[src/rtl/dm_arbiter.sv]
// dm_arbiter
// Single-port data-memory arbiter between the pipeline MEM stage and an
// external loader/debug port. Owns the DM address/data/write-enable mux and
// freezes the pipeline while a loader burst holds the memory and the MEM
// stage needs it. A starvation counter forces the loader in after
// STARVE_LIMIT consecutive denied cycles.
//
// Ports
//   clk, rst              rising-edge clock, synchronous active-high reset
//   cpu_req/we/addr/wdata MEM-stage access request, store flag, address, data
//   cpu_rdata, cpu_stall  load data to MEM/WB; pipeline freeze
//   ld_req/we/addr/len    loader burst request (held until ld_done),
//                         direction, base address, beats minus one
//   ld_wdata, ld_rdata    per-beat write / read data
//   ld_gnt, ld_beat       loader owns DM; a beat executes this cycle
//   ld_done               one-cycle pulse after the final beat
//   dm_we/addr/wdata      data-memory write enable, address, write data
//   dm_rdata              data-memory combinational read data
module dm_arbiter #(
  parameter int AW           = 5,
  parameter int DW           = 32,
  parameter int LENW         = 3,
  parameter int STARVE_LIMIT = 4
) (
  input  logic            clk,
  input  logic            rst,
  input  logic            cpu_req,
  input  logic            cpu_we,
  input  logic [AW-1:0]   cpu_addr,
  input  logic [DW-1:0]   cpu_wdata,
  output logic [DW-1:0]   cpu_rdata,
  output logic            cpu_stall,
  input  logic            ld_req,
  input  logic            ld_we,
  input  logic [AW-1:0]   ld_addr,
  input  logic [LENW-1:0] ld_len,
  input  logic [DW-1:0]   ld_wdata,
  output logic            ld_gnt,
  output logic            ld_beat,
  output logic [DW-1:0]   ld_rdata,
  output logic            ld_done,
  output logic            dm_we,
  output logic [AW-1:0]   dm_addr,
  output logic [DW-1:0]   dm_wdata,
  input  logic [DW-1:0]   dm_rdata
);

  localparam int SW = $clog2(STARVE_LIMIT + 1);

  typedef enum logic [1:0] {
    ST_CPU,
    ST_BURST,
    ST_DONE
  } state_t;

  state_t          state, next_state;
  logic [SW-1:0]   starve;
  logic [LENW-1:0] beat;
  logic [LENW-1:0] lat_len;
  logic [AW-1:0]   lat_addr;
  logic            lat_we;
  logic            starved;
  logic            grant;

  assign starved = (starve == SW'(STARVE_LIMIT));
  // The loader wins when the MEM stage is idle, or when it has waited long
  // enough. A forced grant still lets this cycle's CPU access complete.
  assign grant   = (state == ST_CPU) && ld_req && (!cpu_req || starved);

  // State register.
  // NOTE: sequential state uses non-blocking assignments so every register
  // samples the pre-edge values of its neighbours.
  always_ff @(posedge clk) begin
    if (rst) state <= ST_CPU;
    else     state <= next_state;
  end

  // Burst bookkeeping and starvation counter.
  always_ff @(posedge clk) begin
    if (rst) begin
      starve   <= '0;
      beat     <= '0;
      lat_we   <= 1'b0;
      lat_addr <= '0;
      lat_len  <= '0;
    end else begin
      case (state)
        ST_CPU: begin
          if (grant) begin
            lat_we   <= ld_we;
            lat_addr <= ld_addr;
            lat_len  <= ld_len;
            beat     <= '0;
            starve   <= '0;
          end else if (!ld_req) begin
            starve <= '0;
          end else if (!starved) begin
            // Loader denied because the MEM stage holds the memory.
            starve <= starve + 1'b1;
          end
        end
        ST_BURST: beat <= beat + 1'b1;
        default:  ;
      endcase
    end
  end

  // Next-state logic.
  always_comb begin
    next_state = state;
    case (state)
      ST_CPU:   if (grant) next_state = ST_BURST;
      ST_BURST: if (beat == lat_len) next_state = ST_DONE;
      ST_DONE:  next_state = ST_CPU;
      default:  next_state = ST_CPU;
    endcase
  end

  // Output and memory mux.
  // NOTE: every output gets a default before the case so no latch is inferred.
  always_comb begin
    dm_we     = cpu_we;
    dm_addr   = cpu_addr;
    dm_wdata  = cpu_wdata;
    cpu_stall = 1'b0;
    ld_gnt    = 1'b0;
    ld_beat   = 1'b0;
    ld_done   = 1'b0;
    case (state)
      ST_BURST: begin
        dm_we     = lat_we;
        // Burst addresses wrap modulo the DM depth.
        dm_addr   = lat_addr + AW'(beat);
        dm_wdata  = ld_wdata;
        cpu_stall = cpu_req;
        ld_gnt    = 1'b1;
        ld_beat   = 1'b1;
      end
      ST_DONE:  ld_done = 1'b1;
      default:  ;
    endcase
    // Block any write on the reset cycle, including one in mid-burst.
    if (rst) dm_we = 1'b0;
  end

  assign cpu_rdata = dm_rdata;
  assign ld_rdata  = dm_rdata;

endmodule

[config.mk]
export PLATFORM = sky130hd
export DESIGN_NAME = dm_arbiter
export DESIGN_NICKNAME = d
export VERILOG_FILES = /design/src/rtl/dm_arbiter.sv
export SDC_FILE = /design/constraint.sdc
export NUM_CORES = 1
export LEC_CHECK = 0
export ABC_AREA = 1
export CORE_ASPECT_RATIO = 0.6
export CORE_MARGIN = 3
export CORE_UTILIZATION = 30
export DETAILED_ROUTE_END_ITERATION = 12
export DONT_BUFFER_PORTS = 1
export PLACE_DENSITY = 0.47
export SLEW_MARGIN = 20
export SYNTH_ARGS = -nofsm -noshare
export SYNTH_HDL_FRONTEND = slang
export SYNTH_SLANG_ARGS = --single-unit
[constraint.sdc]
create_clock -name clk -period 2.1 [get_ports clk]
set_input_delay 0.42 -clock clk [delete_from_list [all_inputs] [get_ports clk]]
set_output_delay 0.42 -clock clk [all_outputs]
set_load 0.02 [all_outputs]
Word-level counts from Yosys, hierarchy flattened. Index checks and enable logic that the tools add are counted.

Logic and storage cells: 41. Register bits after elaboration: 17. Output and inout bits: 106.

Add/subtract/negate cells: 3. Multiplexer cells: 15. Reduce and logical (&&, ||, !) cells: 10. Eq/ne operators: 7.

Operators by type and width (number): two-way mux 32 bit (1); two-way mux 3 bit (4); AND reduction 2 bit (4); adder 3 x 1 -> 3 bit, second input constant (2); one-hot mux 3 bit (2 select lines) (1); adder 5 x 3 -> 5 bit (1); two-way mux 1 bit (5); two-way mux 5 bit (1); two-way mux 2 bit (2); != test 2 bit, second input constant (2); one-hot mux 2 bit (2 select lines) (1); == test 3 bit (1); == test 3 bit, second input constant (1); != test 3 x 2 -> 1 bit, second input constant (1); == test 2 x 1 -> 1 bit, second input constant (1); == test 2 bit, second input constant (1); logical AND 1 bit (2); logical NOT 2 bit (1); nonzero test 2 bit (1); logical NOT 1 bit (1); logical OR 1 bit (1).

Longest topological paths before layout. Gate-level depths: netlist of run 1.

Depth after elaboration: 5. Mapped depth: 10. Mapped depth without buffers: 9.

Worst setup path after synthesis of run 1. Ideal clock, no wire load.

Kind: reg-to-output. Start: reg beat[0]. End: out dm_addr[4]. Data required time: 1.680 ns. Stages on the path, launching flop included: 9. Slack: 0.277 ns. Data arrival time: 1.403 ns. Path through: dfxtp_1 -> ha_1 -> inv_1 -> fa_1 -> inv_1 -> nand3_1 -> nand3b_1 -> nand3_1 -> nand2_1.

Word-level cells in the longest chain between the ends: 2.

RTL lines: from (decl) (line 58) `logic [LENW-1:0] beat;`; from (signal assigned) (line 102) `ST_BURST: beat <= beat + 1'b1;`; adder 5 x 3 -> 5 bit (line 133) `dm_addr = lat_addr + AW'(beat);`; two-way mux 5 bit (line 129) `case (state)`; to (decl) (line 43) `output logic [AW-1:0] dm_addr,`.

No other way between the ends.

Worst setup path in the final report of run 1. Same ends and word-level chain as after synthesis.

==> key figures, run 1 <==
Run status
  – Outcome: finished, final reports clean

Timing
  – Maximum clock rate: between 500 and 600 MHz
  – Hold violation total from the final report: 0
  – Crit share post-route: 95.0%
  – Worst slew pin tran: 0.462 ns
  – Clk_skew: 0.00146 ns
  – Final setup margin: approximately 0.10 ns
  – Final Max Slew Viols: 0
  – Max-slew headroom: 69.1%
  – Setup violators final: 0
  – Final Critical Period: about 2.0 ns

Yosys
  – Yosys reg bits: 17
  – Post-Syn Area: 1940 µm²
  – Yosys warnings: 0
  – Async set or reset register ratio after synthesis: 0%
  – EDFF count, synth: 0
  – Synthesized instance count: 328
  – Sequential fraction of the synthesis area: about 18%
  – Post-synthesis cell type count: 21
  – Most common flop cell mapped by yosys: dfxtp_1
  – Synth Net Count: 450
  – Mapped Avg Cell Area: 5.92 µm²

Floorplan
  – Die area: 7500 µm²
  – Die span in x: 110 µm
  – I/O pin count: 221
  – Core Area: 6190 µm²
  – Chip height: 68.3 µm
  – Row cnt: 22
  – Initial Utilization: a little under a third

CTS
  – Max clock buf depth: 2
  – Clk_lat worst skew: 0.25 ns
  – CTS tree: done
  – Root Buffer: clkbuf_8
  – Clock slew seen by the registers of the worst setup and hold paths: 0.07 ns
  – Total clock sinks: 17
  – Num CTS Buffers: 3
  – Postcts setup bufs: 0
  – H-tree Lvls: 1
  – # hold bufs at CTS: 0

Cells and area
  – Nets: 386
  – Util after Layout: 26.0%
  – Commonest non-fill, non-tap cells in the layout: nand2_1 (144), nor2_1 (24), inv_1 (22)
  – # fillers: 733
  – Commonest non-fill, non-tap cell in the layout: nand2_1
  – Layout cells sized above 1: 10.6%
  – Diode count: 0
  – Post-Layout Cell Count: about 350
  – Synth-to-layout area growth: -17.1%

Setup path
  – CP arrival: 1.58 ns
  – CP required: 1.68 ns
  – Worst Setup SP: beat[0]
  – R2R depth: 9
  – CP startpoint kind: flop
  – Setup CP Type: reg -> out
  – Crit Path Max Fanout: 3
  – Critical Path End Type: primary output
  – FF-to-FF Start: starve[0]

Global routing
  – Largest net degree at the start of global routing: between 40 and 50
  – GR Overflow Total: 0
  – Initial antenna violation count: 0
  – Global Route Usage Sum: 10.5%
  – First-pass GRT wire length: 6030 µm
  – Vias in the first global route: 1244

Detailed routing
  – DRT iter0 DRCs: 34
  – Final ANT Viol Nets: 0
  – DR vias: 1503
  – Drt pass-1 iters: 4
  – Drc violations: 0
  – Vias per inst: 4.33
  – WL/cell: ~13 µm
  – Final wirelength: 4510 µm

Min path
  – Hold depth: 1
  – Worst Hold Class: in -> reg
  – Hold path start: rst

Place
  – Placed cell count: 343
  – Place WS: 0.224 ns
  – Post-DP HPWL: between 3000 and 4000 µm
  – Routability Congestion: 0.725
  – PortBufs: 0

Power and ir drop
  – Leak: 0.866 nW
  – VDD IR max: around 0.35 mV
  – Power density over the cells: just under 600 nW/µm²

Job
  – Max Cap Violations: 0
critical path: stages (launching register included):
cell      delay (ns)
dfxtp_2         0.33
ha_2            0.18
inv_1           0.05
fa_2            0.33
inv_2           0.08
nand3_2         0.06
nand3b_1        0.10
nand3_2         0.09
nand2_4         0.10
final cells by class:
cell class              count  area (µm²)  share of cell area (%)
multi-input cells         209         950                    59.0
inverters                  26        97.6                    6.07
repair buffers              7        68.8                    4.28
flip-flops and latches     17         343                    21.3
clock buffers               4        45.0                    2.80
well taps                  84         105                    6.53
path summary, 6_finish.rpt:
check | endpoint | slack [ns]
worst max-delay path | dm_addr[4] | 0.10
worst min-delay path | starve[2] | 0.23
worst max register to register | lat_addr[0] | 0.62
worst min register to register | lat_addr[0] | 0.48
state kept, by name, indices dropped and copies added (netlist names):
name	cells
lat_addr	5
lat_we	1
lat_len	3
state	2
starve	3
beat	3
routing by layer:
metal	GRT usage (%)	up-vias	part of all wire (%)
met5	0	-	0
met4	0.778	0	0.18
met3	5.47	4	11
met2	17.4	77	47
met1	12.5	637	42
li1	-	785	-
stage by stage:
step	TNS, ns	hold WS [ns]	total power, mW	area (µm²)
after floorplan	0	0.454	0.832	1940
after global placement	0	0.466	0.692	1540
after detailed placement	0	0.473	0.694	1540
after CTS	0	0.222	0.946	1590
after global routing	-0.00172	0.219	1.03	1610
final	0	0.233	0.931	1610
cell usage after synthesis, types with 2 or more instances:
master / count / area share, %
inv_2: 3 / 0.58
buf_4: 66 / 26
buf_6: 5 / 2.9
nand3_1: 9 / 2.3
buf_2: 4 / 1.0
dfxtp_1: 17 / 18
inv_1: 23 / 4.4
ha_1: 6 / 3.9
nor2_4: 2 / 1.2
nor2_2: 4 / 1.3
o21ai_0: 5 / 1.3
nand2_1: 145 / 28
a21oi_1: 6 / 1.5
nor2_1: 24 / 4.6
xnor2_1: 3 / 1.4
cells by family after synthesis:
logic type | Yosys count | synth area share, %
DFF | 17 | 17.5
AOI/OAI and AO/OA | 12 | 3.09
xor gates and xnor gates | 3 | 1.35
adders and majority gates | 7 | 4.90
buffers and inverters | 102 | 34.7
and+or+nand+nor | 187 | 38.4
where the power goes:
group	total, mW	internal [mW]	switching, mW
Sequential	0.357	0.343	0.0141
Clock	0.243	0.134	0.108
Combinational	0.332	0.0847	0.247
Total	0.931	0.562	0.370
timing repair:
| item | 4_1_cts | 5_1_grt |
|---|---|---|
| hold endpoints to repair | 0 | 0 |
| pin swaps | 1 | 3 |
| setup endpoints to repair | 1 | 29 |
| gates resized for setup | 4 | 6 |
Power figures use the tool's default switching activity.
==> run 2, diff against run 1 <==
--- a/config.mk
+++ b/config.mk
@@ -6,10 +6,9 @@
 export NUM_CORES = 1
 export LEC_CHECK = 0
 export ABC_AREA = 1
-export CORE_ASPECT_RATIO = 0.6
-export CORE_MARGIN = 3
-export CORE_UTILIZATION = 30
+export CORE_AREA = 3 3 84 86
 export DETAILED_ROUTE_END_ITERATION = 12
+export DIE_AREA = 0 0 87 89
 export DONT_BUFFER_PORTS = 1
 export PLACE_DENSITY = 0.47
 export SLEW_MARGIN = 20
==> run 2 against run 1 <==
Net effect: total power grew 0.48%; cell area grew 0.62%; hold slack gained 0.0024 ns; fmax grew 2.0%; combinational power grew 3%; sequential power is essentially flat; wire length grew 16%; via count grew 2.2%; highest routed layer is now met5.
==> key figures, run 2 (synthesized netlist as in run 1, its figures left out) <==
Place
  – PortBufs: 0
  – Place WS: 0.257 ns
  – Post-DP HPWL: 4370 µm
  – Routability Congestion: ~0.74

CTS
  – Max clock buf depth: 2
  – Clk_lat worst skew: 0.24 ns
  – Postcts setup bufs: 0
  – H-tree Lvls: 1
  – CTS tree: done
  – # hold bufs at CTS: 0
  – Root Buffer: clkbuf_8
  – Clock slew seen by the registers of the worst setup and hold paths: 0.06 ns
  – Total clock sinks: 17
  – Num CTS Buffers: 3

Setup path
  – Critical Path End Type: primary output
  – CP startpoint kind: flop
  – Register-to-register path setup slack: 0.64 ns
  – Crit Path Max Fanout: 2
  – CP arrival: 1.54 ns
  – CP required: between 1.5 and 2 ns
  – Setup CP Type: reg -> out

Power and ir drop
  – Power density over the cells: roughly 580 nW/µm²
  – Tot Pwr: approximately 0.94 mW
  – Leak: 0.871 nW
  – VDD IR max: 0.279 mV

Global routing
  – Global Route Usage Sum: 11.9%
  – First-pass GRT wire length: 7160 µm
  – Largest net degree at the start of global routing: 41
  – Initial antenna violation count: 1
  – Vias in the first global route: approximately 1400
  – GR Overflow Total: 0

Timing
  – Setup TNS: 0 ns
  – Final Hold Slack: 0.236 ns
  – Final Critical Period: approximately 2.0 ns
  – Final setup margin: 0.142 ns
  – Crit share post-route: 93.2%
  – Max-slew headroom: a little over two thirds
  – Clk_skew: 0.00274 ns
  – Unrepaired setup endpoints after global routing: false
  – Hold violation total from the final report: 0
  – Maximum clock rate: 511 MHz
  – Worst slew pin tran: 0.438 ns
  – Setup violators final: 0
  – Final Max Slew Viols: 0

Cells and area
  – Synth-to-layout area growth: -16.6%
  – Commonest non-fill, non-tap cells in the layout: nand2_1 (144), nor2_1 (24), inv_1 (22)
  – Commonest non-fill, non-tap cell in the layout: nand2_1
  – Most flop-heavy register: lat_addr
  – Layout cells sized above 1: 10.6%
  – Max reg flops: 5
  – Diode count: 0
  – Nets: 386

Detailed routing
  – Drt pass-1 iters: 6
  – Vias per inst: 4.52
  – DR vias: 1536
  – WL/cell: 15.4 µm
  – Drc violations: 0
  – Final wirelength: 5230 µm
  – Final ANT Viol Nets: 0
  – DRT iter0 DRCs: 41

Floorplan
  – I/O pin count: 221
  – Die area: a little under 8000 µm²
  – Die span in x: 87 µm
  – Core Area: 6350 µm²
  – Row cnt: 29
  – Initial Utilization: 30.6%
  – Chip height: 89 µm

Job
  – Max Cap Violations: 0

Min path
  – Worst Hold Class: in -> reg

Run status
  – Outcome: finished, final reports clean
## run 2: cell counts in the layout (fill, tap and decap cells not counted)
No cell type changed its count.
## run 2: worst paths after layout
kind	end	depth (start not counted)	startpoint
worst max register to register	lat_addr[0]	9	starve[0]
worst min register to register	starve[1]	2	starve[1]
worst min-delay path	starve[1]	1	rst
worst max-delay path	dm_addr[1]	5	beat[0]
## run 2: repair_timing
item | CTS | global route
pin swaps | 0 | 3
gates resized for setup | 1 | 9
endpoints found under the hold margin | 0 | 0
setup endpoints to repair | 1 | 2
## run 2: area by class of cell
type,count,area [µm²]
repair buffers,7,77.6
multi-input cells,209,960
clock buffers,4,45.0
fillers,743,4730
flip-flops and latches,17,343
well taps,77,96.3
inverters,26,97.6
## run 2: stage by stage
step | std cells | util [%] | cell area, µm²
after floorplan | 328 | - | 1940
after global placement | 336 | 24.2 | 1540
after detailed placement | 336 | 24.2 | 1540
after CTS | 340 | 25.0 | 1590
after global routing | 340 | 25.5 | 1620
final | 340 | 25.5 | 1620
## run 2: metal layers
layer,part of all wire (%),vias up,track usage [%]
li1,-,783,-
met1,38,624,14.4
met2,48,121,19.3
met3,13,6,5.99
met4,0.65,2,1.98
met5,0.33,-,0
## run 2: worst max-delay path, cell delays in order, from the launching register on
cell and delay, ns:
dfxtp_2 0.33, ha_4 0.15, inv_1 0.06, fa_2 0.43, o21ai_1 0.16, buf_4 0.17
## run 2: power by group
group | internal, mW | total, mW | switching [mW]
Sequential | 0.343 | 0.358 | 0.0153
Clock | 0.134 | 0.237 | 0.103
Combinational | 0.0888 | 0.341 | 0.252
Total | 0.566 | 0.936 | 0.370
==> run 3, diff against run 2 <==
--- a/config.mk
+++ b/config.mk
@@ -7,10 +7,12 @@
 export LEC_CHECK = 0
 export ABC_AREA = 1
 export CORE_AREA = 3 3 84 86
+export CTS_CLUSTER_SIZE = 20
 export DETAILED_ROUTE_END_ITERATION = 12
 export DIE_AREA = 0 0 87 89
 export DONT_BUFFER_PORTS = 1
 export PLACE_DENSITY = 0.47
+export RECOVER_POWER = 25
 export SLEW_MARGIN = 20
 export SYNTH_ARGS = -nofsm -noshare
 export SYNTH_HDL_FRONTEND = slang
==> results of run 3 <==
No change in the layout: final DEF, timing and power equal those of run 2.
